## config.mk

```make
export PLATFORM = sky130hd
export DESIGN_NAME = mem_access_arbiter
export DESIGN_NICKNAME = d
export VERILOG_FILES = /design/src/rtl/mem_access_arbiter_pkg.sv /design/src/rtl/mem_access_arbiter_grant.sv /design/src/rtl/mem_access_arbiter.sv
export SDC_FILE = /design/constraint.sdc
export NUM_CORES = 1
export LEC_CHECK = 0
export BUFFER_PORTS_ARGS = -buffer_cell sky130_fd_sc_hd__buf_2
export CORE_MARGIN = 10
export CORE_UTILIZATION = 33
export DETAILED_ROUTE_END_ITERATION = 8
export PLACE_DENSITY = 0.73
export SYNTH_ARGS = -nofsm -noshare
export SYNTH_HDL_FRONTEND = slang
export SYNTH_SLANG_ARGS = --single-unit
export TNS_END_PERCENT = 5
```

## constraint.sdc

```tcl
create_clock -name clk -period 1.9 [get_ports clk]
set_clock_uncertainty 0.1 [all_clocks]
set_input_delay 0.095 -clock clk [delete_from_list [all_inputs] [get_ports clk]]
set_output_delay 0.095 -clock clk [all_outputs]
set_load 0.05 [all_outputs]
```

## src/rtl/mem_access_arbiter_pkg.sv

```systemverilog
// mem_access_arbiter_pkg
// Shared codes for the memory access arbiter and its grant logic:
//   - memory command codes driven on mem_i_signal / mem_d_signal
//   - memory status codes returned on mem_status
//   - access width codes used on d_req_type / mem_data_type
//   - arbiter FSM state encoding
package mem_access_arbiter_pkg;

   localparam logic [1:0] MEM_NOP   = 2'd0;
   localparam logic [1:0] MEM_READ  = 2'd1;
   localparam logic [1:0] MEM_WRITE = 2'd2;

   localparam logic [1:0] MEM_RESTING       = 2'd0;
   localparam logic [1:0] MEM_INST_FINISHED = 2'd1;
   localparam logic [1:0] MEM_DATA_FINISHED = 2'd2;

   localparam logic [2:0] ONE_BYTE   = 3'd0;
   localparam logic [2:0] TWO_BYTE   = 3'd1;
   localparam logic [2:0] FOUR_BYTE  = 3'd2;
   localparam logic [2:0] EIGHT_BYTE = 3'd3;

   typedef enum logic [1:0] {
      ARB_IDLE  = 2'd0,
      ARB_ISSUE = 2'd1,
      ARB_WAIT  = 2'd2,
      ARB_DONE  = 2'd3
   } arb_state_e;

   // Command to place on the data-side memory port for one beat.
   function automatic logic [1:0] d_command(input logic is_write);
      return is_write ? MEM_WRITE : MEM_READ;
   endfunction

endpackage

```

## src/rtl/mem_access_arbiter_grant.sv

```systemverilog
// mem_arb_grant
// Fixed-priority grant (data side first) with a starvation counter that
// forces the instruction side to win after STARVE_LIMIT consecutive losses.
// Ports:
//   clk, rst     clock, asynchronous active-low reset
//   arb_en       high in cycles where the arbiter may start a new burst
//   i_valid      instruction-side request
//   d_valid      data-side request
//   grant_i      instruction side wins this cycle
//   grant_d      data side wins this cycle
module mem_arb_grant #(
   parameter int STARVE_LIMIT = 4
) (
   input  logic clk,
   input  logic rst,
   input  logic arb_en,
   input  logic i_valid,
   input  logic d_valid,
   output logic grant_i,
   output logic grant_d
);

   localparam int CNT_W = $clog2(STARVE_LIMIT + 1);
   localparam logic [CNT_W-1:0] LIMIT = CNT_W'(STARVE_LIMIT);

   logic [CNT_W-1:0] starve_cnt_q;
   logic [CNT_W-1:0] starve_cnt_d;
   logic             starved;

   assign starved = (starve_cnt_q == LIMIT);

   // The data side wins ties unless the instruction side has lost too often.
   always_comb begin
      grant_i = arb_en & i_valid & (~d_valid | starved);
      grant_d = arb_en & d_valid & ~grant_i;
   end

   // Count only real losses (i was asking, d was granted); saturate at the limit.
   always_comb begin
      starve_cnt_d = starve_cnt_q;
      if (grant_i) begin
         starve_cnt_d = '0;
      end else if (grant_d && i_valid && !starved) begin
         starve_cnt_d = starve_cnt_q + CNT_W'(1);
      end
   end

   always_ff @(posedge clk or negedge rst) begin
      if (!rst) begin
         starve_cnt_q <= '0;
      end else begin
         starve_cnt_q <= starve_cnt_d;
      end
   end

endmodule

```

## src/rtl/mem_access_arbiter.sv

```systemverilog
// mem_access_arbiter
// Sole master of the main memory port. Grants one cache at a time and walks
// the granted burst as 4-byte beats: ISSUE drives one command, WAIT holds
// until memory reports the beat finished (or a timeout aborts), DONE reports
// completion.
// Ports:
//   clk, rst                       clock, asynchronous active-low reset
//   i_req_* / i_rdata* / i_done    instruction-cache read interface
//   d_req_* / d_wdata / d_beat_idx data-cache read/write interface
//   d_rdata* / d_done              data-cache read return and completion
//   err                            pulses with *_done when a burst timed out
//   mem_*                          main memory command/address/data/status
module mem_access_arbiter
   import mem_access_arbiter_pkg::*;
#(
   parameter int ADDR_WIDTH       = 20,
   parameter int DATA_LEN         = 32,
   parameter int ENTRY_INDEX_SIZE = 3,
   parameter int STARVE_LIMIT     = 4,
   parameter int TIMEOUT          = 15
) (
   input  logic                        clk,
   input  logic                        rst,
   input  logic                        i_req_valid,
   input  logic [ADDR_WIDTH-1:0]       i_req_addr,
   input  logic [ENTRY_INDEX_SIZE:0]   i_req_len,
   output logic                        i_req_ack,
   output logic [DATA_LEN-1:0]         i_rdata,
   output logic                        i_rdata_valid,
   output logic                        i_done,
   input  logic                        d_req_valid,
   input  logic                        d_req_write,
   input  logic [ADDR_WIDTH-1:0]       d_req_addr,
   input  logic [ENTRY_INDEX_SIZE:0]   d_req_len,
   input  logic [2:0]                  d_req_type,
   input  logic [DATA_LEN-1:0]         d_wdata,
   output logic [ENTRY_INDEX_SIZE:0]   d_beat_idx,
   output logic                        d_req_ack,
   output logic [DATA_LEN-1:0]         d_rdata,
   output logic                        d_rdata_valid,
   output logic                        d_done,
   output logic                        err,
   output logic [1:0]                  mem_i_signal,
   output logic [1:0]                  mem_d_signal,
   output logic [ADDR_WIDTH-1:0]       mem_i_addr,
   output logic [ADDR_WIDTH-1:0]       mem_d_addr,
   output logic [DATA_LEN-1:0]         mem_wdata,
   output logic [2:0]                  mem_data_type,
   input  logic [DATA_LEN-1:0]         mem_data,
   input  logic [1:0]                  mem_status
);

   localparam int LEN_W  = ENTRY_INDEX_SIZE + 1;
   localparam int TOUT_W = $clog2(TIMEOUT + 1);

   arb_state_e state_q, state_d;

   logic                  side_q, side_d;
   logic [ADDR_WIDTH-1:0] beat_addr_q, beat_addr_d;
   logic [LEN_W-1:0]      len_q, len_d;
   logic                  write_q, write_d;
   logic [LEN_W-1:0]      beat_idx_q, beat_idx_d;
   logic [TOUT_W-1:0]     tout_q, tout_d;
   logic                  abort_q, abort_d;
   logic                  i_ack_q, i_ack_d, d_ack_q, d_ack_d;
   logic [DATA_LEN-1:0]   i_rdata_q, i_rdata_d, d_rdata_q, d_rdata_d;
   logic                  i_rvalid_q, i_rvalid_d, d_rvalid_q, d_rvalid_d;
   logic                  i_done_q, i_done_d, d_done_q, d_done_d;
   logic                  err_q, err_d;
   logic [1:0]            mem_i_sig_q, mem_i_sig_d, mem_d_sig_q, mem_d_sig_d;
   logic [2:0]            data_type_q, data_type_d;

   logic                  arb_en, grant_i, grant_d, granted;
   logic [LEN_W-1:0]      req_len;
   logic                  beat_finished, last_beat, timed_out;

   // A done pulse is still visible to the requester in the IDLE cycle right
   // after DONE, so its valid is not taken as a new request until one cycle later.
   assign arb_en  = (state_q == ARB_IDLE) && !i_done_q && !d_done_q;
   assign granted = grant_i | grant_d;
   assign req_len = grant_d ? d_req_len : i_req_len;

   assign beat_finished = (state_q == ARB_WAIT) &&
                          (mem_status == (side_q ? MEM_DATA_FINISHED : MEM_INST_FINISHED));
   assign last_beat     = (beat_idx_q + LEN_W'(1)) == len_q;
   assign timed_out     = (state_q == ARB_WAIT) && !beat_finished &&
                          (tout_q == TOUT_W'(TIMEOUT - 1));

   mem_arb_grant #(
      .STARVE_LIMIT (STARVE_LIMIT)
   ) u_grant (
      .clk     (clk),
      .rst     (rst),
      .arb_en  (arb_en),
      .i_valid (i_req_valid),
      .d_valid (d_req_valid),
      .grant_i (grant_i),
      .grant_d (grant_d)
   );

   always_ff @(posedge clk or negedge rst) begin
      if (!rst) begin
         state_q <= ARB_IDLE;
      end else begin
         state_q <= state_d;
      end
   end

   // Burst sequencing: zero-length grants skip straight to DONE.
   always_comb begin
      state_d = state_q;
      unique case (state_q)
         ARB_IDLE:  if (granted) state_d = (req_len == '0) ? ARB_DONE : ARB_ISSUE;
         ARB_ISSUE: state_d = ARB_WAIT;
         ARB_WAIT: begin
            if (beat_finished) state_d = last_beat ? ARB_DONE : ARB_ISSUE;
            else if (timed_out) state_d = ARB_DONE;
         end
         ARB_DONE:  state_d = ARB_IDLE;
         default:   state_d = ARB_IDLE;
      endcase
   end

   // Memory commands are registered on the transition into ISSUE so they are
   // on the port exactly during the ISSUE cycle. The beat address is kept as a
   // running sum (base + 4*beat_idx) and wraps naturally at ADDR_WIDTH bits.
   always_comb begin
      side_d      = side_q;
      beat_addr_d = beat_addr_q;
      len_d       = len_q;
      write_d     = write_q;
      beat_idx_d  = beat_idx_q;
      tout_d      = tout_q;
      abort_d     = abort_q;
      i_rdata_d   = i_rdata_q;
      d_rdata_d   = d_rdata_q;
      data_type_d = data_type_q;
      i_ack_d     = 1'b0;
      d_ack_d     = 1'b0;
      i_rvalid_d  = 1'b0;
      d_rvalid_d  = 1'b0;
      i_done_d    = 1'b0;
      d_done_d    = 1'b0;
      err_d       = 1'b0;
      mem_i_sig_d = MEM_NOP;
      mem_d_sig_d = MEM_NOP;
      unique case (state_q)
         ARB_IDLE: begin
            if (granted) begin
               side_d      = grant_d;
               beat_addr_d = grant_d ? d_req_addr : i_req_addr;
               len_d       = req_len;
               write_d     = grant_d & d_req_write;
               beat_idx_d  = '0;
               abort_d     = 1'b0;
               i_ack_d     = grant_i;
               d_ack_d     = grant_d;
               data_type_d = (req_len == LEN_W'(1)) ? d_req_type : FOUR_BYTE;
               if (req_len != '0) begin
                  if (grant_d) mem_d_sig_d = d_command(d_req_write);
                  else         mem_i_sig_d = MEM_READ;
               end
            end
         end
         ARB_ISSUE: begin
            tout_d = '0;
         end
         ARB_WAIT: begin
            if (beat_finished) begin
               beat_idx_d = beat_idx_q + LEN_W'(1);
               if (!write_q) begin
                  if (side_q) begin
                     d_rdata_d  = mem_data;
                     d_rvalid_d = 1'b1;
                  end else begin
                     i_rdata_d  = mem_data;
                     i_rvalid_d = 1'b1;
                  end
               end
               if (!last_beat) begin
                  beat_addr_d = beat_addr_q + ADDR_WIDTH'(4);
                  data_type_d = FOUR_BYTE;
                  if (side_q) mem_d_sig_d = d_command(write_q);
                  else        mem_i_sig_d = MEM_READ;
               end
            end else if (timed_out) begin
               abort_d = 1'b1;
            end else begin
               tout_d = tout_q + TOUT_W'(1);
            end
         end
         ARB_DONE: begin
            i_done_d   = ~side_q;
            d_done_d   = side_q;
            err_d      = abort_q;
            beat_idx_d = '0;
         end
         default: ;
      endcase
   end

   always_ff @(posedge clk or negedge rst) begin
      if (!rst) begin
         side_q      <= 1'b0;
         beat_addr_q <= '0;
         len_q       <= '0;
         write_q     <= 1'b0;
         beat_idx_q  <= '0;
         tout_q      <= '0;
         abort_q     <= 1'b0;
         i_ack_q     <= 1'b0;
         d_ack_q     <= 1'b0;
         i_rdata_q   <= '0;
         d_rdata_q   <= '0;
         i_rvalid_q  <= 1'b0;
         d_rvalid_q  <= 1'b0;
         i_done_q    <= 1'b0;
         d_done_q    <= 1'b0;
         err_q       <= 1'b0;
         mem_i_sig_q <= MEM_NOP;
         mem_d_sig_q <= MEM_NOP;
         data_type_q <= FOUR_BYTE;
      end else begin
         side_q      <= side_d;
         beat_addr_q <= beat_addr_d;
         len_q       <= len_d;
         write_q     <= write_d;
         beat_idx_q  <= beat_idx_d;
         tout_q      <= tout_d;
         abort_q     <= abort_d;
         i_ack_q     <= i_ack_d;
         d_ack_q     <= d_ack_d;
         i_rdata_q   <= i_rdata_d;
         d_rdata_q   <= d_rdata_d;
         i_rvalid_q  <= i_rvalid_d;
         d_rvalid_q  <= d_rvalid_d;
         i_done_q    <= i_done_d;
         d_done_q    <= d_done_d;
         err_q       <= err_d;
         mem_i_sig_q <= mem_i_sig_d;
         mem_d_sig_q <= mem_d_sig_d;
         data_type_q <= data_type_d;
      end
   end

   // The d-cache supplies write data combinationally from d_beat_idx, so the
   // write beat is forwarded straight through while the command is on the port.
   assign mem_wdata     = d_wdata;
   assign mem_i_signal  = mem_i_sig_q;
   assign mem_d_signal  = mem_d_sig_q;
   assign mem_i_addr    = beat_addr_q;
   assign mem_d_addr    = beat_addr_q;
   assign mem_data_type = data_type_q;
   assign d_beat_idx    = beat_idx_q;
   assign i_req_ack     = i_ack_q;
   assign d_req_ack     = d_ack_q;
   assign i_rdata       = i_rdata_q;
   assign d_rdata       = d_rdata_q;
   assign i_rdata_valid = i_rvalid_q;
   assign d_rdata_valid = d_rvalid_q;
   assign i_done        = i_done_q;
   assign d_done        = d_done_q;
   assign err           = err_q;

endmodule
```

# == Yosys cells after proc, flatten, opt, wreduce, memory -nomap -nowiden ==
# Cells that the tools add are included.
# totals
ff_bits,118
latch_bits,0
ram_bits,0
rom_bits,0
output_inout_bits,154
elab_cells,138
n_memories,0
# classes
add_sub_neg,4
mul,0
n_div,0
magnitude_cmp,0
eq_ne,15
shift,0
n_mux,61
n_bitwise,11
reduce_logical,26
# ops
op,n
20-bit 2-to-1 mux,4
20-bit case mux with 2 select lines,1
2-bit 2-to-1 mux,14
1-bit 2-to-1 mux,24
20-bit by 3-bit adder with 20-bit output (second input constant),1
4-bit 2-to-1 mux,5
3-bit 2-to-1 mux,6
4-bit AND reduction,4
2-bit != test (second input constant),6
4-bit case mux with 3 select lines,1
4-bit by 1-bit adder with 4-bit output (second input constant),2
2-bit case mux with 4 select lines,1
4-bit case mux with 2 select lines,1
1-bit logical AND,7
3-bit case mux with 2 select lines,1
3-bit AND reduction,2
2-bit nonzero test,3
1-bit AND,5
2-bit equality test (second input constant),2
4-bit by 1-bit equality test with 1-bit output (second input constant),1
4-bit equality test,1
4-bit equality test (second input constant),1
1-bit logical NOT,4
4-bit logical NOT,1
13 further kinds,19

# == Logic depth before layout (Yosys ltp) ==
# Gate-level depths: netlist of the first run.
# depth
word_depth,12
ltp_mapped,9
mapped_depth_nobuf,8

# == Hierarchy ==
# From an unflattened synthesis of the first run, not the netlist that was laid out.
# unflattened
hier_cells,519
hier_area_um2,5934.4
# by_module_without_submodules
module,instances,cells_each,area_each_um2,seq_area_each_um2
mem_access_arbiter,1,498,5709.2,2854.0
mem_arb_grant,1,21,225.2,75.1

# == Least setup slack after synthesis of the first run ==
# Ideal clock, no wire load.
# synth_path
path_kind,reg-to-reg
startpoint,reg beat_idx_q[0] (netlist: d_beat_idx[0])
endpoint,reg beat_addr_q[15] (netlist: mem_d_addr[15])
setup_ns,0.126
arrival_time_ns,2.174
t_required_ns,1.674
setup_slack_ns,-0.500
path_stages_with_launch,7
n_path_buf,0
synth_period_minus_slack_ns,2.400
cell_sequence,dfrtp_1 ha_1 xnor3_1 nand3_1 nor3_4 or2_4 o32a_1
# synth_via
elab_chain_cells,4
# synth_lines
item,line_no,text
"start, declared",mem_access_arbiter.sv:62,"logic [LEN_W-1:0] beat_idx_q, beat_idx_d;"
"start signal, assigned",mem_access_arbiter.sv:228,beat_idx_q <= beat_idx_d;
4-bit by 1-bit adder with 4-bit output,mem_access_arbiter.sv:85,assign last_beat = (beat_idx_q + LEN_W'(1)) == len_q;
4-bit equality test,mem_access_arbiter.sv:85,
2-bit != test (no source line),--,
4-bit AND reduction (no source line),--,
"end signal, assigned",mem_access_arbiter.sv:225,beat_addr_q <= beat_addr_d;
"end, declared",mem_access_arbiter.sv:59,"logic [ADDR_WIDTH-1:0] beat_addr_q, beat_addr_d;"
# No other way between the ends.
# A chain may end at the register's enable or synchronous reset.

# == Final worst setup path of the first run ==
# layout_path
startpoint,reg state_q[1]
endpoint,reg mem_i_sig_q[0] (netlist: mem_i_signal[0])
# layout_via
elab_chain_cells,12
elab_cells_between_ends,18
classes_between,eq/ne (1); mux (6); bitwise (6); reduce/logical (5)
# layout_lines
item,line_no,text
"start, declared",mem_access_arbiter.sv:56,"arb_state_e state_q, state_d;"
"start signal, assigned",mem_access_arbiter.sv:105,state_q <= state_d;
2-bit logical NOT,"mem_access_arbiter.sv:79, mem_access_arbiter.sv:147",
1-bit logical AND (2 in a row),mem_access_arbiter.sv:79,assign arb_en = (state_q == ARB_IDLE) && !i_done_q && !d_done_q;
1-bit AND (2 in a row),mem_access_arbiter_grant.sv:34,grant_i = arb_en & i_valid & (~d_valid | starved);
1-bit inverter,mem_access_arbiter_grant.sv:35,grant_d = arb_en & d_valid & ~grant_i;
1-bit AND,mem_access_arbiter_grant.sv:35,
4-bit 2-to-1 mux,mem_access_arbiter.sv:81,assign req_len = grant_d ? d_req_len : i_req_len;
4-bit nonzero test,mem_access_arbiter.sv:159,if (req_len != '0) begin
1-bit 2-to-1 mux,mem_access_arbiter.sv:159,
1-bit 2-to-1 mux,mem_access_arbiter.sv:149,if (granted) begin
1-bit case mux with 2 select lines *,mem_access_arbiter.sv:147,unique case (state_q)
via mem_i_sig_d[0],mem_access_arbiter.sv:70,"logic [1:0] mem_i_sig_q, mem_i_sig_d, mem_d_sig_q, mem_d_sig_d;"
"end signal, assigned",mem_access_arbiter.sv:240,mem_i_sig_q <= mem_i_sig_d;
"end, declared",mem_access_arbiter.sv:70,
# The timed path passes the listed nets; every way through them passes the cells marked *.

==> results of run 1 <==
==> path summary, 6_finish.rpt <==
path	from	endpoint	cells after the start
worst max-delay path	state_q[1]	mem_i_signal[0]	6
worst min-delay path	d_req_addr[3]	mem_d_addr[3]	4
min in group asynchronous	rst	mem_data_type[2]	2
worst min register to register	i_rdata[18]	i_rdata[18]	1
max in group asynchronous	rst	d_rdata[28]	3
worst max register to register	state_q[1]	mem_i_signal[0]	6
==> cell families after synthesis <==
group | after synthesis | synth area share (%)
muxes | 72 | 13.75
adders and majority gates | 6 | 1.283
buffers and inverters | 90 | 10.22
and+or+nand+nor | 139 | 12.60
xor gates and xnor gates | 9 | 1.582
DFF | 117 | 50.06
other | 1 | 0.06410
AOI/OAI and AO/OA | 86 | 10.44
==> power groups by stage <==
stage | Clock (mW) | Combinational [mW] | Sequential (mW)
detailed placement | 0 | 9.87 | 4.43
global route | 3.73 | 11.1 | 4.58
finish | 3.54 | 10.5 | 4.44
CTS | 3.63 | 10.4 | 4.41
floorplan | 0 | 4.22 | 7.65
global placement | 0 | 9.76 | 4.37
==> cell usage after synthesis, drive strengths merged (3+ instances only) <==
| cell type | instances | area share, % |
|---|---|---|
| xnor2 | 4 | 0.60 |
| and3 | 5 | 0.53 |
| nor3 | 29 | 2.7 |
| o22ai | 6 | 0.64 |
| ha | 6 | 1.3 |
| o21ai | 12 | 1.0 |
| and4 | 4 | 0.60 |
| a21oi | 10 | 0.86 |
| o32a | 4 | 0.68 |
| or3 | 3 | 0.32 |
| a31oi | 14 | 1.5 |
| o21a | 4 | 0.53 |
| a211oi | 4 | 0.51 |
| mux2i | 5 | 0.86 |
| inv | 9 | 0.58 |
| nand4 | 4 | 0.43 |
| nor4 | 7 | 1.3 |
| clkbuf | 11 | 0.71 |
| a2bb2oi | 6 | 0.90 |
| xor2 | 4 | 0.60 |
| nor2 | 27 | 1.9 |
| buf | 70 | 8.9 |
| nand2 | 34 | 2.2 |
| dfrtp | 116 | 50 |
| nand3 | 17 | 1.5 |
| o31ai | 3 | 0.38 |
| o22a | 5 | 0.75 |
| mux2 | 67 | 13 |
==> per-layer routing <==
metal	GRT usage (%)	wire (um)	vias up
li1	-	-	2395
met1	19.05	7870	2560
met2	27.17	9582	230
met3	7.099	1973	39
met4	5.949	450	0
met5	0	0	-
==> worst max-delay path, stage by stage, from the launching register on <==
cell                      delay [ns]
sky130_fd_sc_hd__dfrtp_1        0.41
sky130_fd_sc_hd__nor4_4         0.36
sky130_fd_sc_hd__nand3_2        0.20
sky130_fd_sc_hd__buf_6          0.16
sky130_fd_sc_hd__mux2_2         0.28
sky130_fd_sc_hd__a211o_1        0.30
sky130_fd_sc_hd__o41ai_2        0.06
==> flip-flops by register name (all words and copies together), names as in the netlist, 2 cells and up <==
register              flops
u_grant.starve_cnt_q      3
d_rdata                  32
mem_d_signal              2
i_rdata                  32
state_q                   2
mem_d_addr               20
tout_q                    4
mem_data_type             3
d_beat_idx                4
len_q                     4
==> placed cells by master (no fill, tap or decap), types with 14 or more instances in the layout <==
master	count
sky130_fd_sc_hd__buf_2	209
sky130_fd_sc_hd__dfrtp_1	102
sky130_fd_sc_hd__dlygate4sd3_1	59
sky130_fd_sc_hd__mux2_2	57
sky130_fd_sc_hd__buf_4	55
sky130_fd_sc_hd__nand2_1	33
sky130_fd_sc_hd__nor3_1	25
sky130_fd_sc_hd__nor2_1	22
sky130_fd_sc_hd__clkbuf_16	17
sky130_fd_sc_hd__a31oi_1	14
sky130_fd_sc_hd__dfrtp_2	14
==> repair_timing <==
item | 4_1_cts | 5_1_grt
hold buffers | 59 | 0
gates cloned | 3 | 0
buffers inserted | 12 | 1
setup endpoints to repair | 86 | 88
gates resized for setup | 24 | 18
endpoints found under the hold margin | 122 | 0
pin swaps | 6 | 3
==> area by class of cell <==
cell class / count / share of cell area (%)
Sequential cell: 117 / 33.44
Multi-Input combinational cell: 313 / 28.52
Timing Repair Buffer: 342 / 27.08
Clock buffer: 23 / 5.424
Tap cell: 225 / 3.195
Clock inverter: 9 / 1.959
Inverter: 9 / 0.3834
==> metrics by stage <==
stage	area, sq um	utilization, %
after floorplan	5928	-
after global placement	7222	41.61
after detailed placement	7222	41.61
after CTS	8737	50.34
after global routing	8812	50.77
final	8812	50.77
==> results.md, run 1 <==
Critical path:
- The endpoint arrival time on the critical path is approximately 2.2 ns.
- The largest fanout on the critical path is 4.
- STA classifies the critical path startpoint as a flop.
- The worst setup path is of the flop to flop kind.
- The required time of the worst setup path is 2.10 ns.
- The worst setup slack for register-to-register paths is -0.08 ns.
- The element type at the critical path end is a flop.

Global route:
- The global-route total usage across every layer is 16.64%.
- The global route total overflow is 0.
- The via count of the first global-routing pass is around 5,700.
- The number of antenna violations at the first check in global routing is 1.
- Entering global routing, the biggest net connects 42 pins.
- The global-route wire length before repair is 31.75 mm.

Status:
- The flow ran to the end, but the final reports show violations.
- The checks that failed: negative setup slack.

Worst hold path:
- The path class of the tightest hold or removal check is primary input to flop.

Place:
- Prior to clock tree synthesis, the placed netlist has a worst setup slack of -0.1673 ns.
- The placer's final routability congestion estimate is 0.8567.
- Buffers placed on the I/O ports in this run total 210.
- The number of instances in the placed design is between 900 and 1,000.
- The placed wire-length estimate after detailed placement is 13.46 mm.

Synth:
- Of all flip-flops after synthesis, the portion carrying an async set or reset was 100.0%.
- The net count of the mapped netlist is 648.
- The cell area after synthesis is 5851 sq um.
- The number of distinct library cells after synthesis is 61.
- The synthesized area divided by synthesized cell count is ~11 sq um.
- The synthesized design contains 0 enable-type register cells.
- The sequential fraction of the synthesis area is 50.06%.
- The synthesis warning total is 0.
- The gate count after technology mapping is 520.
- In the synthesized netlist the dominant register cell turns out to be sky130_fd_sc_hd__dfrtp_1.
- After synthesis the netlist holds a flip-flop and latch count of 117.

Power:
- The power after layout is 18.45 mW.
- Summed over all cells, the static leakage comes to ~4.2 nW.
- The worst IR drop on VDD is about 1.2 mV.
- The clock network is responsible for around a fifth of the overall power.
- Power spread over the standard cell area amounts to 2094 nW/um^2.
- The power spent charging and discharging nets is a little under 9 mW.
- The part of the total power dissipated in combinational logic is 56.7%.
- Net switching is 48.49% of the power.
- Sequential cells account for 24.1% of the total power.
- The internal power of the cells totals 9.506 mW.

Clock network:
- The number of buffers created by CTS is 17.
- No sink is reached through more buffers than the 2 on the longest clock path.
- TritonCTS built the clock tree.
- The clock latency reported for the late side of the worst-skew pair is 0.41 ns.
- After clock tree synthesis, the clock-pin slew on the worst setup and hold paths is 0.06 ns.
- The H-tree level count is 4.
- The buffer type at the clock tree root is sky130_fd_sc_hd__clkbuf_16.
- For this design, the sink count on the clock tree is 117.

Die:
- The initial cell density of the core is 33.71%.
- The height of the die is 153.2 um.
- The number of core rows is 48.
- The core region is around 17,000 sq um.
- The die covers roughly 23,000 sq um.
- The width of the die is 153.2 um.
- The count of pins on the block boundary is around 280.

Final layout:
- Compared with the post-synthesis result, the final layout area differs by 50.62%.
- The fraction of final layout cells sized beyond drive strength 1 is a little over half.
- The area of all sequential standard cells is roughly 2900 sq um.
- The combined area of the multi-input logic cells is 2514 sq um.
- The layout filler cell count is approximately 1,500.
- The repair_antennas step left the layout with diodes totalling 0.
- The count of non-filler cells in the finished layout is approximately 1,000.
- In the final design database the tool counted 928 nets.

Timing:
- The sum of negative setup slack is -0.7698 ns.
- The worst-case headroom to the max-slew limit is 63.81%.
- After layout, the worst setup slack is -0.07745 ns.
- Setup violations remaining at the end of the flow were counted as 43.
- Across all hold checks on the routed design, the worst slack comes to 0.03958 ns.
- The slew at the pin with the worst max-slew slack is 0.5393 ns.
- The final critical path takes up 104.1% of the cycle.
- The final period demand of the worst path is between 1.5 and 2 ns.
- The count of final max-slew check failures is 0.
- Setup repair after global routing could not meet its margin everywhere.
- For this run, the top clock speed supported by timing is between 500 and 600 MHz.
- The total count of hold-check failures in the final report is 0.

Detailed routing:
- After the first detailed-routing iteration, the DRC count stood at 190.
- In the routed design, unresolved DRC markers number 0.
- In the final routed layout, each cell accounts on average for around 19 um.
- The count of nets left with antenna violations once routing finished came out at 0.
- The via total after detailed routing is 5,224.
- The count of TritonRoute iterations in the first routing pass is 6.
- Dividing the detail-routed via count by the number of cells gives between 5 and 6.
- The final layout contains routed wiring with a total length of 19.88 mm.

Job:
- The number of maximum-capacitance constraint violations is 0.
No activity file was read; power rests on OpenSTA's default activity.
==> run 2, diff against run 1 <==
Settings changed: ABC_AREA set to 1.
==> run 2 against run 1 <==
The run now ends clean. Setup slack gained 0.14 ns. Maximum frequency grew 7.8%. Final cell count grew 19%.
==> results.md, run 2 <==
Power:
- The sequential cell fraction of total power is 25.4% (+1.3 points).
- The power spent charging and discharging nets is 9.041 mW (+1.0%).
- The share of total power in the clock network is 19.5% (+0.3 points).
- The switching share of power is 52.75% (+4.3 points).
- The internal power consumption came to 8.099 mW (-15%).
- The cell leakage power was 4.528 nW (+7.1%).
- The part of the total power dissipated in combinational logic was 55.1% (-1.6 points).
- The worst IR drop on VDD was 1.312 mV (+6.3%).
- The power per cell area is 2000 nW/um^2 (-4.5%).

Detailed routing:
- The count of TritonRoute iterations in the first routing pass is 5 (-1).
- The routed wire length per instance is 15.56 um (-19%).
- The vias per cell is 4.687 (-6.9%).
- The DRC marker count from the first detailed-route iteration is 333 (+75%).
- The number of nets with antenna violations after detailed routing came to 0 (unchanged).
- The via total after detailed routing is 5,798 (+11%).
- The wire length reported by the detailed router is 19.25 mm (-3.2%).
- The DRC violation count after routing was 0 (unchanged).

Clock network:
- The clock transition at the registers of the reported paths came to 0.06 ns (about the same).
- The maximum count of clock buffers along a single path came to 2 (unchanged).
- The number of buffers created by CTS is 17 (unchanged).
- The clock latency reported for the late side of the worst-skew pair is 0.40 ns (about the same).
- In this run the clock root is driven by a sky130_fd_sc_hd__clkbuf_16.
- The clock sink count is 117 (unchanged).
- The H-tree level count is 4 (unchanged).
- The CTS tree is done.

Synth:
- By count the netlist is led by 213 x sky130_fd_sc_hd__nand2_1, 116 x sky130_fd_sc_hd__dfrtp_1, 112 x sky130_fd_sc_hd__o21ai_0.
- The area fraction of the dominant cell type after synthesis was 49.13% (-0.48 points).
- The synthesis warning total came to 0 (unchanged).
- The most instantiated library cell after synthesis is sky130_fd_sc_hd__nand2_1.
- The cell area after synthesis is 5908 sq um (+0.98%).
- The net count of the mapped netlist is 867 (+34%).
- The flip-flop and latch count after synthesis was 117 (unchanged).
- The number of flops mapped to enable cells by yosys came to 0 (unchanged).
- sky130_fd_sc_hd__dfrtp_1 takes more of the synthesized area than any other cell.
- The proportion of synthesized flip-flops having asynchronous set or reset is 100.0% (unchanged).
- The most used flip-flop cell after synthesis is sky130_fd_sc_hd__dfrtp_1.
- The gate count after technology mapping was 739 (+42%).
- The number of distinct library cells after synthesis came to 33 (-46%).
- By area the synthesized netlist is led by sky130_fd_sc_hd__dfrtp_1 49%, sky130_fd_sc_hd__nand2_1 14%, sky130_fd_sc_hd__o21ai_0 9.5%.
- The synthesized area divided by synthesized cell count came to 7.995 sq um (-29%).
- The sequential fraction of the synthesis area is 49.58% (-0.49 points).

Global route:
- The met3 usage is 6.667% (-0.43 points).
- The global route total overflow is 0 (unchanged).
- The number of antenna violations at the first check in global routing is 1 (unchanged).
- The met1 global-route usage came to 18.20% (-0.85 points).
- The global-route total usage across every layer is 15.60% (-1.0 points).
- The via count of the first global-routing pass is 5,945 (+4.6%).
- The global-route met2 utilization came to 25.50% (-1.7 points).
- The global-route wire length before repair was 30.54 mm (-3.8%).
- The largest net degree at the start of global routing is 66 (+57%).
- The routing layer with the top usage in global route is met2.

Critical path:
- The endpoint arrival time on the critical path is 2.03 ns (-0.15 ns).
- The critical path launch point type is a flop.
- The largest fanout on the critical path came to 11 (+7).
- The element type at the critical path end is a flop.
- The required time of the worst setup path is 2.09 ns (about the same).
- The kind of critical path is flop to flop.

Die:
- The width of the die is 153.8 um (+0.43%).
- The count of pins on the block boundary is 276 (unchanged).
- The overall die area came to 23,660 sq um (+0.86%).
- The core outline area is 17,420 sq um (+0.35%).
- The height of the die is 153.8 um (+0.43%).
- The number of core rows is 48 (unchanged).
- The initial cell density of the core is 33.92% (+0.21 points).

Place:
- The total placed instance area is 6978 sq um (-3.4%).
- The total of buffers placed on input and output ports is 210 (unchanged).
- The placed wire-length estimate after detailed placement was 13.13 mm (-2.4%).
- The number of instances in the placed design is 1,116 (+20%).
- The placer's final routability congestion estimate was 0.8448 (-1.4%).

Timing:
- Setup repair after global routing could not meet its margin everywhere.
- The total count of hold-check failures in the final report is 0 (unchanged).
- The maximum frequency from static timing analysis is 545.2 MHz (+7.8%).
- The final period demand of the worst path is 1.834 ns (-0.1432 ns).
- The count of final max-slew check failures is 0 (unchanged).
- The setup violation total in the final timing report was 0 (-100%).
- The worst hold slack is 0.01892 ns (-0.02066 ns).
- The period utilization was 96.54% (-7.5 points).

Final layout:
- The layout net count is 1,126 (+21%).
- The count of non-filler cells in the finished layout is 1,237 (+19%).
- The post-synthesis to final-layout area growth is 45.04%.
- The final cell area excluding filler cells came to 8569 sq um (-2.8%).
- The fraction of final layout cells sized beyond drive strength 1 is 32.25% (-20 points).
- In the layout the commonest cells are 209 x sky130_fd_sc_hd__buf_2, 207 x sky130_fd_sc_hd__nand2_1, 109 x sky130_fd_sc_hd__o21ai_0.
- The layout filler cell count was 1,631 (+5.8%).
- The combined area of the multi-input logic cells came to 2292 sq um (-8.8%).
- The area of all sequential standard cells is 2939 sq um (-0.25%).
- The library cell used most frequently in the layout, excluding fill and tap cells, is sky130_fd_sc_hd__buf_2.

Worst hold path:
- The path type of the worst min-delay path is primary input to flop.

Status:
- The flow ran to the end, and the final reports show no timing, DRC or antenna violations.

Job:
- The number of maximum-capacitance constraint violations is 0 (unchanged).
## run 2: cell types whose count changed in the layout (fill, tap and decap cells not counted), moves of 7 or more
| cell | before | now |
|---|---|---|
| sky130_fd_sc_hd__a31oi_1 | 14 | 0 |
| sky130_fd_sc_hd__buf_4 | 55 | 24 |
| sky130_fd_sc_hd__dlygate4sd3_1 | 59 | 76 |
| sky130_fd_sc_hd__inv_1 | 7 | 68 |
| sky130_fd_sc_hd__mux2_2 | 57 | 0 |
| sky130_fd_sc_hd__mux2_4 | 9 | 0 |
| sky130_fd_sc_hd__nand2_1 | 33 | 207 |
| sky130_fd_sc_hd__nand2_2 | 1 | 8 |
| sky130_fd_sc_hd__nand3_1 | 13 | 26 |
| sky130_fd_sc_hd__nor2_1 | 22 | 41 |
| sky130_fd_sc_hd__nor3_1 | 25 | 5 |
| sky130_fd_sc_hd__o21ai_0 | 9 | 109 |
## run 2: metrics by stage
stage | setup TNS, ns | worst slack, ns | total power, mW | util [%]
after floorplan | -0.007880 | -0.003250 | 11.21 | -
after global placement | -0.0009888 | -0.0009888 | 13.06 | 40.06
after detailed placement | -0.1473 | -0.03942 | 13.22 | 40.06
after CTS | -0.004181 | -0.004181 | 16.78 | 48.00
after global routing | -0.6963 | -0.05278 | 18.19 | 49.20
final | 0 | 0.06573 | 17.14 | 49.20
## run 2: path summary, 6_finish.rpt
path                           startpoint             end  slack [ns]  cells after the start
setup / recovery               state_q[0]  mem_d_addr[15]        0.07                     11
hold / removal             d_req_addr[15]  mem_d_addr[15]        0.02                      7
setup reg to reg               state_q[0]  mem_d_addr[15]        0.07                     11
hold reg to reg                 tout_q[3]       tout_q[3]        0.36                      1
max in group asynchronous             rst     d_rdata[22]        1.00                      3
min in group asynchronous             rst        len_q[1]        0.11                      2
## run 2: worst max-delay path, cell delays in order (launching register included)
cell,delay (ns)
sky130_fd_sc_hd__dfrtp_2,0.43
sky130_fd_sc_hd__nor2_4,0.16
sky130_fd_sc_hd__nand3_2,0.12
sky130_fd_sc_hd__inv_4,0.12
sky130_fd_sc_hd__nor2_4,0.07
sky130_fd_sc_hd__nand2_2,0.08
sky130_fd_sc_hd__nand2_2,0.09
sky130_fd_sc_hd__inv_2,0.09
sky130_fd_sc_hd__nand3_4,0.12
sky130_fd_sc_hd__clkbuf_16,0.21
sky130_fd_sc_hd__nand2_1,0.06
sky130_fd_sc_hd__nand2_1,0.05
## run 2: timing repair
action / CTS / global route
setup endpoints to repair: 14 / 60
hold buffers: 76 / 0
hold endpoints to repair: 214 / 0
pin swaps: 0 / 12
resized for setup: 2 / 33
cloned: 0 / 1
buffers inserted: 0 / 11
## run 2: logic make-up after synthesis
family,after synthesis,synth area share [%]
and+or+nand+nor,316,22.36
buffers and inverters,153,13.62
AOI/OAI and AO/OA,137,11.77
DFF,117,49.58
xor gates and xnor gates,9,1.334
adders and majority gates,6,1.271
other,1,0.06347
## run 2: power groups by stage
stage	Clock (mW)	Sequential, mW	Combinational [mW]
final	3.34	4.35	9.45
after floorplan	0	7.26	3.95
after detailed placement	0	4.32	8.89
after global routing	3.53	4.49	10.2
after CTS	3.40	4.32	9.05
after global placement	0	4.30	8.76
## run 2: layer usage
| layer | up-vias | share of wire [%] |
|---|---|---|
| li1 | 2803 | - |
| met1 | 2701 | 40 |
| met2 | 264 | 48 |
| met3 | 30 | 10 |
| met4 | 0 | 1.7 |
| met5 | - | 0 |
## run 2: final cells by class
cell class,count,share of cell area [%]
diodes,1,0.02920
clock buffers,18,5.125
clock inverters,14,2.029
inverters,76,3.475
multi-input cells,469,26.75
flip-flops and latches,117,34.30
well taps,225,3.285
repair buffers,317,25.01
==> run 3, diff against run 2 <==
Settings changed: CELL_PAD_IN_SITES_DETAIL_PLACEMENT set to 0, CELL_PAD_IN_SITES_GLOBAL_PLACEMENT set to 2, CORE_UTILIZATION 33 to 23, PLACE_DENSITY 0.73 to 0.88, SLEW_MARGIN set to 5.
==> run 3 against run 2 <==
Register-to-register slack improved by 0.04 ns. Cell area increased by 2.6%. Via count decreased by 3.6%. Global-route usage decreased by 3.3 points. Non-clock buffer count increased by 13. Setup slack improved by 0.036 ns. Largest power group unchanged. Final cell count increased by 9.5%. Sequential power about the same. Maximum frequency increased by 2.0%. Clock power decreased by 1%. Largest cell class unchanged. Routed wire length increased by 5.9%. Critical path depth decreased by 2.
==> results.md, run 3 (synthesized netlist as in run 2, its figures left out) <==
Clock network:
- The clock latency reported for the late side of the worst-skew pair is 0.41 ns (about the same).
- The clock sink count came to 117 (unchanged).
- The root buffer cell chosen for the clock tree is sky130_fd_sc_hd__clkbuf_16.
- The clock transition at the registers of the reported paths is 0.06 ns (about the same).
- The H-tree level count is 4 (unchanged).
- The maximum count of clock buffers along a single path is 2 (unchanged).
- The number of buffers created by CTS is 17 (unchanged).
- The CTS tree is done.

Place:
- The placed wire-length estimate after detailed placement is 14.67 mm (+12%).
- The worst slack after detailed placement is 0.0004672 ns (+0.03989 ns).
- The placer's final routability congestion estimate was 0.7923 (-6.2%).
- The total of buffers placed on input and output ports was 210 (unchanged).
- The total placed instance area is 7187 sq um (+3.0%).

Job:
- The number of maximum-capacitance constraint violations came to 0 (unchanged).

Detailed routing:
- The wire length reported by the detailed router is 20.38 mm (+5.9%).
- The DRC violation count after routing is 0 (unchanged).
- The DRC marker count from the first detailed-route iteration came to 222 (-33%).
- The number of nets with antenna violations after detailed routing came to 0 (unchanged).
- The via total after detailed routing is 5,592 (-3.6%).
- The count of TritonRoute iterations in the first routing pass is 4 (-1).
- The routed wire length per instance is 15.05 um (-3.3%).
- The vias per cell is 4.130 (-12%).

Critical path:
- The kind of critical path is flop to flop.
- The critical path launch point type is a flop.
- The endpoint arrival time on the critical path is 2.04 ns (about the same).
- The required time of the worst setup path is 2.14 ns (+0.05 ns).
- The element type at the critical path end is a flop.
- The largest fanout on the critical path is 16 (+5).
- The cell count of the worst reg-to-reg path is 9 (-2).

Timing:
- Setup repair after global routing could not meet its margin everywhere.
- The sum of negative setup slack came to 0 ns (unchanged).
- The count of final max-slew check failures came to 0 (unchanged).
- The maximum frequency from static timing analysis is 556.0 MHz (+2.0%).
- The worst path setup slack after routing is 0.1015 ns (+0.03576 ns).
- The total count of hold-check failures in the final report is 0 (unchanged).
- The worst-case headroom to the max-slew limit is 51.49%.
- The period utilization came to 94.66% (-1.9 points).
- The worst hold slack was 0.02442 ns (+0.005501 ns).
- The final period demand of the worst path came to 1.799 ns (-0.03576 ns).
- For the pin with the worst max-slew slack, the measured transition is 0.7253 ns.
- The setup violation total in the final timing report is 0 (unchanged).

Die:
- The count of pins on the block boundary was 276 (unchanged).
- The core outline area was 25,250 sq um (+45%).
- The number of core rows is 58 (+21%).
- The width of the die came to 180.3 um (+17%).
- The initial cell density of the core is 23.39% (-11 points).
- The overall die area is 32,500 sq um (+37%).
- The height of the die came to 180.3 um (+17%).

Global route:
- The number of antenna violations at the first check in global routing is 0 (-1).
- The global-route wire length before repair was 32.37 mm (+6.0%).
- The via count of the first global-routing pass is 5,943 (-0.034%).
- The largest net degree at the start of global routing was 66 (unchanged).
- The global-route total usage across every layer was 12.27% (-3.3 points).
- The global route total overflow is 0 (unchanged).

Power:
- The power per cell area is 1954 nW/um^2 (-2.3%).
- The cell leakage power was 4.583 nW (+1.2%).
- The power after layout came to 17.18 mW (+0.26%).
- The worst IR drop on VDD is 1.019 mV (-22%).

Status:
- The run finished with clean final reports.

Final layout:
- The number of diodes added for antenna fixing is 0 (-1).
- From synthesis to final layout, the design area changed by 48.84%.
- In the layout the commonest cells are 209 x sky130_fd_sc_hd__buf_2, 201 x sky130_fd_sc_hd__nand2_1, 108 x sky130_fd_sc_hd__dfrtp_1.
- The fraction of final layout cells sized beyond drive strength 1 is 32.91% (+0.66 points).
- The area of all sequential standard cells is 2939 sq um (unchanged).
- The final cell area excluding filler cells came to 8793 sq um (+2.6%).
- The layout filler cell count came to 2,641 (+62%).
- The layout net count is 1,139 (+1.2%).
- The combined area of the multi-input logic cells is 2310 sq um (+0.76%).
- The most common cell after layout, fill and taps aside is sky130_fd_sc_hd__buf_2.

Worst hold path:
- The number of instances on the worst hold path came to 5 (-2).
- In this run the worst hold path is classified as primary input to flop.
[run 3: cell count changes in the layout (fill, tap and decap cells not counted), sizes merged]
cell / previous run / this run
buf: 240 / 250
dlygate4sd3: 76 / 80
clkinv: 4 / 2
bufinv: 3 / 2
clkbuf: 19 / 20
diode: 1 / 0
inv: 79 / 80
[run 3: path summary, 6_finish.rpt]
| path | slack [ns] | from | end |
|---|---|---|---|
| setup / recovery | 0.10 | d_beat_idx[0] | mem_d_addr[3] |
| hold / removal | 0.02 | i_req_len[1] | len_q[1] |
| setup reg to reg | 0.10 | d_beat_idx[0] | mem_d_addr[3] |
| hold reg to reg | 0.37 | mem_data_type[1] | mem_data_type[1] |
| max in group asynchronous | 0.46 | rst | i_rdata[4] |
| min in group asynchronous | 0.13 | rst | d_rdata[10] |
[run 3: power breakdown]
group	total, mW	internal (mW)	leakage, nW	switching [mW]
Combinational	9.57	2.57	2.82	7.00
Clock	3.30	2.02	0.280	1.28
Sequential	4.32	3.53	1.49	0.784
[run 3: timing repair]
item	4_1_cts	5_1_grt
hold buffers	80	0
endpoints found under the setup margin	2	59
pin swaps	2	11
hold endpoints to repair	212	0
buffers inserted	2	7
gates resized for setup	2	44
[run 3: per-stage QoR]
| stage | instances | utilization (%) |
|---|---|---|
| 2_1_floorplan | 739 | - |
| 3_3_place_gp | 1233 | 28.46 |
| 3_5_place_dp | 1233 | 28.46 |
| 4_1_cts | 1347 | 34.08 |
| 5_1_grt | 1354 | 34.82 |
| 6_report | 1354 | 34.82 |
[run 3: final cells by class]
class | instances | area share, %
clock inverter | 12 | 1.622
sequential | 117 | 33.42
clock buffer | 20 | 5.194
multi-input combinational | 469 | 26.27
timing repair buffer | 330 | 25.47
inverter | 76 | 3.330
tap | 330 | 4.696
[run 3: worst max-delay path: stages (launching register included)]
cell                      delay [ns]
sky130_fd_sc_hd__dfrtp_2        0.45
sky130_fd_sc_hd__ha_4           0.29
sky130_fd_sc_hd__xnor2_2        0.10
sky130_fd_sc_hd__nand2_1        0.07
sky130_fd_sc_hd__nor2_2         0.15
sky130_fd_sc_hd__nand3_2        0.13
sky130_fd_sc_hd__nand3_4        0.14
sky130_fd_sc_hd__buf_12         0.17
sky130_fd_sc_hd__nand2_1        0.05
sky130_fd_sc_hd__o21ai_1        0.06
[run 3: metal layers]
layer  GRT usage, %  wire length (um)  vias up
met5              0                 0        -
li1               -                 -     2831
met3          5.944              2009       17
met4          3.084               180        0
met1          14.14              8752     2557
met2          19.99              9437      187
